[src/rtl/mem_access.sv]
// mem_access: MEM-stage load/store engine.
// Runs a req/ack data-bus transaction for loads and stores, formats load data
// with sign/zero extension and stalls the pipeline while the access is
// outstanding. Non-memory ops pass straight through.
// Optional feature: define MEM_TIMEOUT_EN to abort a bus cycle that sees no
// ack within TIMEOUT_CYCLES BUSY cycles (bus_err_o pulses, write suppressed).

`ifndef MEM_ACCESS_DEFS
`define MEM_ACCESS_DEFS
`define AluOpBus    7:0
`define RegBus      31:0
`define RegAddrBus  4:0
`define EXE_NOP_OP  8'b00000000
`define EXE_ADD_OP  8'b00100000
`define EXE_LB_OP   8'b11100000
`define EXE_LH_OP   8'b11100001
`define EXE_LW_OP   8'b11100011
`define EXE_LBU_OP  8'b11100100
`define EXE_LHU_OP  8'b11100101
`define EXE_SB_OP   8'b11101000
`define EXE_SH_OP   8'b11101001
`define EXE_SW_OP   8'b11101011
`endif

module mem_access #(
  parameter int unsigned TIMEOUT_CYCLES = 16
) (
  input  logic               clk,
  input  logic               rst,
  input  logic [`AluOpBus]   aluop_i,
  input  logic [`RegBus]     mem_addr_i,
  input  logic [`RegBus]     reg2_i,
  input  logic [`RegAddrBus] wd_i,
  input  logic               wreg_i,
  input  logic [`RegBus]     wdata_i,
  output logic [`RegAddrBus] wd_o,
  output logic               wreg_o,
  output logic [`RegBus]     wdata_o,
  output logic               stall_o,
  output logic               misalign_o,
  output logic               bus_req_o,
  output logic               bus_we_o,
  output logic [`RegBus]     bus_addr_o,
  output logic [3:0]         bus_sel_o,
  output logic [`RegBus]     bus_wdata_o,
  input  logic [`RegBus]     bus_rdata_i,
  input  logic               bus_ack_i,
  output logic               bus_err_o
);

  typedef enum logic [1:0] {IDLE, BUSY, DONE} state_t;

  state_t       state, state_n;
  logic         is_byte, is_half, is_word, is_store, is_mem, misaligned;
  logic         start, ack_hit, timeout_hit;
  logic [3:0]   sel_c;
  logic [31:0]  wrep_c;
  logic [7:0]   op_q;
  logic [1:0]   addr_lo_q;
  logic [31:0]  load_q;

  // Extract the addressed lane (big-endian) and extend it per load type.
  function automatic logic [31:0] fmt_load(input logic [7:0]  op,
                                           input logic [1:0]  lo,
                                           input logic [31:0] rd);
    logic [7:0]  b;
    logic [15:0] h;
    logic [31:0] r;
    b = 8'h00;
    case (lo)
      2'b00:   b = rd[31:24];
      2'b01:   b = rd[23:16];
      2'b10:   b = rd[15:8];
      default: b = rd[7:0];
    endcase
    h = lo[1] ? rd[15:0] : rd[31:16];
    case (op)
      `EXE_LB_OP:  r = {{24{b[7]}}, b};
      `EXE_LBU_OP: r = {24'h000000, b};
      `EXE_LH_OP:  r = {{16{h[15]}}, h};
      `EXE_LHU_OP: r = {16'h0000, h};
      `EXE_LW_OP:  r = rd;
      default:     r = 32'h0000_0000;
    endcase
    return r;
  endfunction

  // Decode access size/direction, alignment, lane enables and store replication.
  always_comb begin
    is_byte  = 1'b0;
    is_half  = 1'b0;
    is_word  = 1'b0;
    is_store = 1'b0;
    case (aluop_i)
      `EXE_LB_OP, `EXE_LBU_OP: is_byte = 1'b1;
      `EXE_LH_OP, `EXE_LHU_OP: is_half = 1'b1;
      `EXE_LW_OP:              is_word = 1'b1;
      `EXE_SB_OP: begin is_byte = 1'b1; is_store = 1'b1; end
      `EXE_SH_OP: begin is_half = 1'b1; is_store = 1'b1; end
      `EXE_SW_OP: begin is_word = 1'b1; is_store = 1'b1; end
      default: ;
    endcase
    is_mem     = is_byte | is_half | is_word;
    misaligned = (is_half & mem_addr_i[0]) | (is_word & (mem_addr_i[1:0] != 2'b00));
    sel_c  = 4'b0000;
    wrep_c = reg2_i;
    if (is_byte) begin
      sel_c  = 4'b1000 >> mem_addr_i[1:0];
      wrep_c = {4{reg2_i[7:0]}};
    end else if (is_half) begin
      sel_c  = mem_addr_i[1] ? 4'b0011 : 4'b1100;
      wrep_c = {2{reg2_i[15:0]}};
    end else if (is_word) begin
      sel_c  = 4'b1111;
    end
  end

  assign ack_hit = (state == BUSY) && bus_ack_i;

`ifdef MEM_TIMEOUT_EN
  localparam int unsigned CNT_W = $clog2(TIMEOUT_CYCLES + 1);
  logic [CNT_W-1:0] cnt;

  assign timeout_hit = (state == BUSY) && !bus_ack_i &&
                       (cnt == CNT_W'(TIMEOUT_CYCLES - 1));

  // BUSY-cycle counter and one-cycle abort pulse (ack on the same edge wins).
  always_ff @(posedge clk or negedge rst) begin
    if (!rst) begin
      cnt       <= '0;
      bus_err_o <= 1'b0;
    end else begin
      bus_err_o <= timeout_hit;
      if (start)
        cnt <= '0;
      else if (state == BUSY)
        cnt <= cnt + CNT_W'(1);
    end
  end
`else
  logic unused_cfg;
  assign unused_cfg  = ^32'(TIMEOUT_CYCLES);
  assign timeout_hit = 1'b0;
  assign bus_err_o   = 1'b0;
`endif

  // State register.
  always_ff @(posedge clk or negedge rst) begin
    if (!rst) state <= IDLE;
    else      state <= state_n;
  end

  // Next-state and pipeline-facing outputs.
  always_comb begin
    state_n    = state;
    start      = 1'b0;
    wd_o       = wd_i;
    wreg_o     = wreg_i;
    wdata_o    = wdata_i;
    stall_o    = 1'b0;
    misalign_o = 1'b0;
    case (state)
      IDLE: begin
        if (is_mem) begin
          wreg_o = 1'b0;
          if (misaligned) begin
            misalign_o = 1'b1;
          end else begin
            stall_o = 1'b1;
            start   = 1'b1;
            state_n = BUSY;
          end
        end
      end
      BUSY: begin
        stall_o = 1'b1;
        wreg_o  = 1'b0;
        if (ack_hit || timeout_hit) state_n = DONE;
      end
      DONE: begin
        wreg_o  = wreg_i & ~bus_we_o & ~bus_err_o;
        wdata_o = load_q;
        state_n = IDLE;
      end
      default: state_n = IDLE;
    endcase
  end

  // Bus request registers and captured load value.
  always_ff @(posedge clk or negedge rst) begin
    if (!rst) begin
      bus_req_o   <= 1'b0;
      bus_we_o    <= 1'b0;
      bus_addr_o  <= 32'h0000_0000;
      bus_sel_o   <= 4'b0000;
      bus_wdata_o <= 32'h0000_0000;
      op_q        <= 8'h00;
      addr_lo_q   <= 2'b00;
      load_q      <= 32'h0000_0000;
    end else begin
      if (start) begin
        bus_req_o   <= 1'b1;
        bus_we_o    <= is_store;
        bus_addr_o  <= {mem_addr_i[31:2], 2'b00};
        bus_sel_o   <= sel_c;
        bus_wdata_o <= wrep_c;
        op_q        <= aluop_i;
        addr_lo_q   <= mem_addr_i[1:0];
      end else if (ack_hit || timeout_hit) begin
        bus_req_o   <= 1'b0;
      end
      if (ack_hit)
        load_q <= bus_we_o ? 32'h0000_0000 : fmt_load(op_q, addr_lo_q, bus_rdata_i);
      else if (timeout_hit)
        load_q <= 32'h0000_0000;
    end
  end

endmodule

[config.mk]
export PLATFORM = sky130hd
export DESIGN_NAME = mem_access
export DESIGN_NICKNAME = d
export VERILOG_FILES = /design/src/rtl/mem_access.sv
export SDC_FILE = /design/constraint.sdc
export NUM_CORES = 1
export LEC_CHECK = 0
export BUFFER_PORTS_ARGS = -buffer_cell sky130_fd_sc_hd__buf_2
export CAP_MARGIN = 20
export CORE_MARGIN = 2
export CORE_UTILIZATION = 48
export DETAILED_ROUTE_END_ITERATION = 6
export PLACE_DENSITY = 0.81
export SYNTH_ARGS = -nofsm -noshare
export SYNTH_HDL_FRONTEND = slang
export SYNTH_SLANG_ARGS = --single-unit
export TNS_END_PERCENT = 5
[constraint.sdc]
create_clock -name clk -period 2.28 [get_ports clk]
set_input_delay 0.114 -clock clk [delete_from_list [all_inputs] [get_ports clk]]
set_output_delay 0.114 -clock clk [all_outputs]
set_load 0.01 [all_outputs]
==> impl_metrics.json <==
{
  "cts-resized-gates": 0,
  "fmax_mhz": 503,
  "timing.final.crit_share_pct": 87.3,
  "htreeDepth": 3,
  "i_o_buffers": 242,
  "detail_route.wl_per_cell_um": 17.6,
  "synth.yosys.seq_area_share_pct": 47.1,
  "timing.critical_path.max_delay_family": "buffers and inverters",
  "design.die.area_sq_mm": 0.0133,
  "finalSetupTns_ns": 0,
  "timing.final.hold_violations": 0,
  "initial_utilization_pct": 49.4,
  "fillers": 934,
  "max_slew.worst_pin.slew_ns": 0.628,
  "synth_adder_area_share_pct": 0,
  "clkTransAtPathRegs_ns": 0.08,
  "yosysWarnings": 0,
  "drv_slew": 0,
  "synth.cell_area_sq_mm": 0.00595,
  "setup_viol": 0,
  "dp_hpwl_um": 12200,
  "power.leakage_nw": 3.82,
  "synth_cell_types": 54,
  "synth_largest_type_area_fraction_pct": 47.1,
  "std_cell_rows": 40,
  "clock_latency_ns": 0.35,
  "drt_first_pass_iters": 5,
  "synth_compound_gate_area_share_pct": 8.87,
  "synth_top_cell_by_area": "dfrtp_1",
  "multi_input_comb_area_sq_mm": 0.00284,
  "netlist_instances": 500,
  "async_reset_ff_share_pct": 100,
  "clockBufferDepth": 2,
  "timing.critical_path.cells": "inv_1, nor2_4, buf_4, mux2_2, buf_2",
  "period_needed_ns": 1.99,
  "worst_ep_arrival_time_ns": 1.88,
  "grt_max_degree": 53,
  "num_io_pins": 256,
  "timing.critical_path.required_ns": 2.17,
  "track_usage_pct": 24.7,
  "timing.max_cap.violations": 0,
  "timing.critical_path.slowest_cell_delay_ns": 0.40,
  "first_pass_grt_wire_length_um": 25500,
  "dpl-instance-area_sq_mm": 0.00725,
  "cts-buffers-inserted": 9,
  "yosys-top-cells-count": "mux2_2 (116), dfrtp_1 (112), nand2_1 (38), nand3_1 (35), mux2i_1 (24)",
  "outcome": "finished, final reports clean",
  "layout-area-overhead-vs-synth_pct": 31.6,
  "post-cts-setup-buffers": 0,
  "layout.nets": 903,
  "route.final.wire_length_um": 16300,
  "synth.area.mux_share_pct": 27.5,
  "antennaDiodeCount": 0,
  "via_count": 5068,
  "core_area_sq_mm": 0.0121,
  "setup_crit_start_kind": "flip-flop",
  "final-seq-area_sq_mm": 0.00280,
  "crit_path_top_delay_cell": "mux2_2",
  "synth.area.top_cells": "dfrtp_1 (47%), mux2_2 (22%), mux2i_1 (4.0%)",
  "hold_class": "in -> reg",
  "cp-end-kind": "primary output",
  "drive_gt1_share_pct": 53.6,
  "path_max_fanout": 32,
  "worst-setup-path-type": "reg -> out",
  "cp.buffers_inverters": 3,
  "finalClockSkew_ns": 0.00498,
  "grt_pass1_vias": 5124,
  "synth.ff_latch_count": 112,
  "grt_antenna_before_repair": 0,
  "drt-vias-per-instance": 5.44,
  "power_density_cells_mw_per_mm2": 753,
  "dr.first_iter.drc_count": 330,
  "grt_remaining_overflow": 0,
  "max_slew_margin_pct": 57.7,
  "tritoncts": "yes",
  "postSynthAreaPerCell_sq_um": 11.9,
  "vdd_drop_max_mv": 0.647,
  "synth_enable_flop_cells": 0,
  "yosys.area_share.simple_pct": 10.9,
  "cts-hold-fix-buffers": 29,
  "layout.cell_area.non_filler_sq_mm": 0.00783,
  "drc_errors": 0,
  "ant_nets": 0,
  "synthMostInstantiatedCell": "mux2_2",
  "synth_top_family_by_area": "multiplexers",
  "xor_xnor_portion_of_the_synthesized_cell_area_pct": 0,
  "die_h_um": 115,
  "rsz0062_at_grt": "no",
  "die_width_um": 115,
  "clock_tree.root_cell": "clkbuf_16",
  "synth_flop_cell": "dfrtp_1",
  "gp_congestion": 0.836,
  "cts_num_sinks": 112
}
cell usage in the layout (no fill, tap or decap), types with 5 or more instances in the layout:
master	count
o21ai_0	10
buf_4	12
mux2_2	116
mux2i_1	24
a31oi_1	8
nor2_1	10
nand2_1	38
o2bb2ai_1	5
nand3_1	35
a22oi_1	13
inv_1	11
a21oi_1	12
clkbuf_16	9
dfrtp_1	112
buf_2	241
nand4b_1	5
dlygate4sd3_1	30
where the power goes:
part | switching, mW | internal, mW
clock | 0.762 | 0.752
combinational | 0.847 | 0.870
sequential | 0.288 | 2.38
layer usage:
layer / GRT usage [%] / up-vias / routed length (um)
met1: 29.8 / 2446 / 6460
met2: 42.4 / 255 / 8130
met5: 0 / - / 0
met3: 6.38 / 27 / 1400
met4: 9.72 / 0 / 363
li1: - / 2340 / -
sequential cells by signal, indices dropped and copies added, names as in the netlist:
register     cells
op_q             8
bus_sel_o        4
bus_we_o         1
addr_lo_q        2
load_q          32
bus_req_o        1
bus_wdata_o     32
state            2
bus_addr_o      30
final cells by class:
cell class,instances,share of cell area (%)
Clock buffer,9,2.87
Clock inverter,7,0.703
Inverter,12,0.575
Multi-Input combinational cell,337,36.2
Sequential cell,112,35.8
Tap cell,168,2.68
Timing Repair Buffer,286,21.1
logic make-up after synthesis:
group	Yosys count
simple gates	119
buf+inv	53
other cells	1
mux	144
flops	112
compound gates	71
worst register-to-register path: stages, from the launching register on:
cell	delay, ns
dfrtp_1	0.68
mux4_2	0.59
a22oi_1	0.20
nor2_1	0.07
a221o_1	0.26
stage by stage:
stage / cells / util (%) / worst slack, ns / hold WS [ns] / total power [mW]
after CTS: 930 / 64.9 / 0.250 / 0.000968 / 5.94
after global placement: 885 / 60.1 / 0.479 / 0.0984 / 4.30
final: 931 / 64.9 / 0.290 / 0.00412 / 5.90
after detailed placement: 885 / 60.1 / 0.379 / 0.110 / 4.38
after floorplan: 502 / - / 0.583 / -0.182 / 3.64
after global routing: 931 / 64.9 / 0.185 / 0.00580 / 6.22
final timing paths:
| check | slack (ns) | cells after the start | endpoint | start |
|---|---|---|---|---|
| max | 0.29 | 5 | wdata_o[18] | state[1]$_DFFE_PN0P_ |
| min | 0.004 | 2 | bus_addr_o[20]$_DFFE_PN0P_ | mem_addr_i[20] |
| max reg2reg | 0.37 | 4 | load_q[3]$_DFFE_PN0P_ | addr_lo_q[0]$_DFFE_PN0P_ |
| min reg2reg | 0.49 | 2 | load_q[12]$_DFFE_PN0P_ | load_q[12]$_DFFE_PN0P_ |
| max in group asynchronous | 1.30 | 3 | bus_addr_o[26]$_DFFE_PN0P_ | rst |
| min in group asynchronous | 0.27 | 2 | load_q[11]$_DFFE_PN0P_ | rst |
Power figures use the tool's default switching activity.
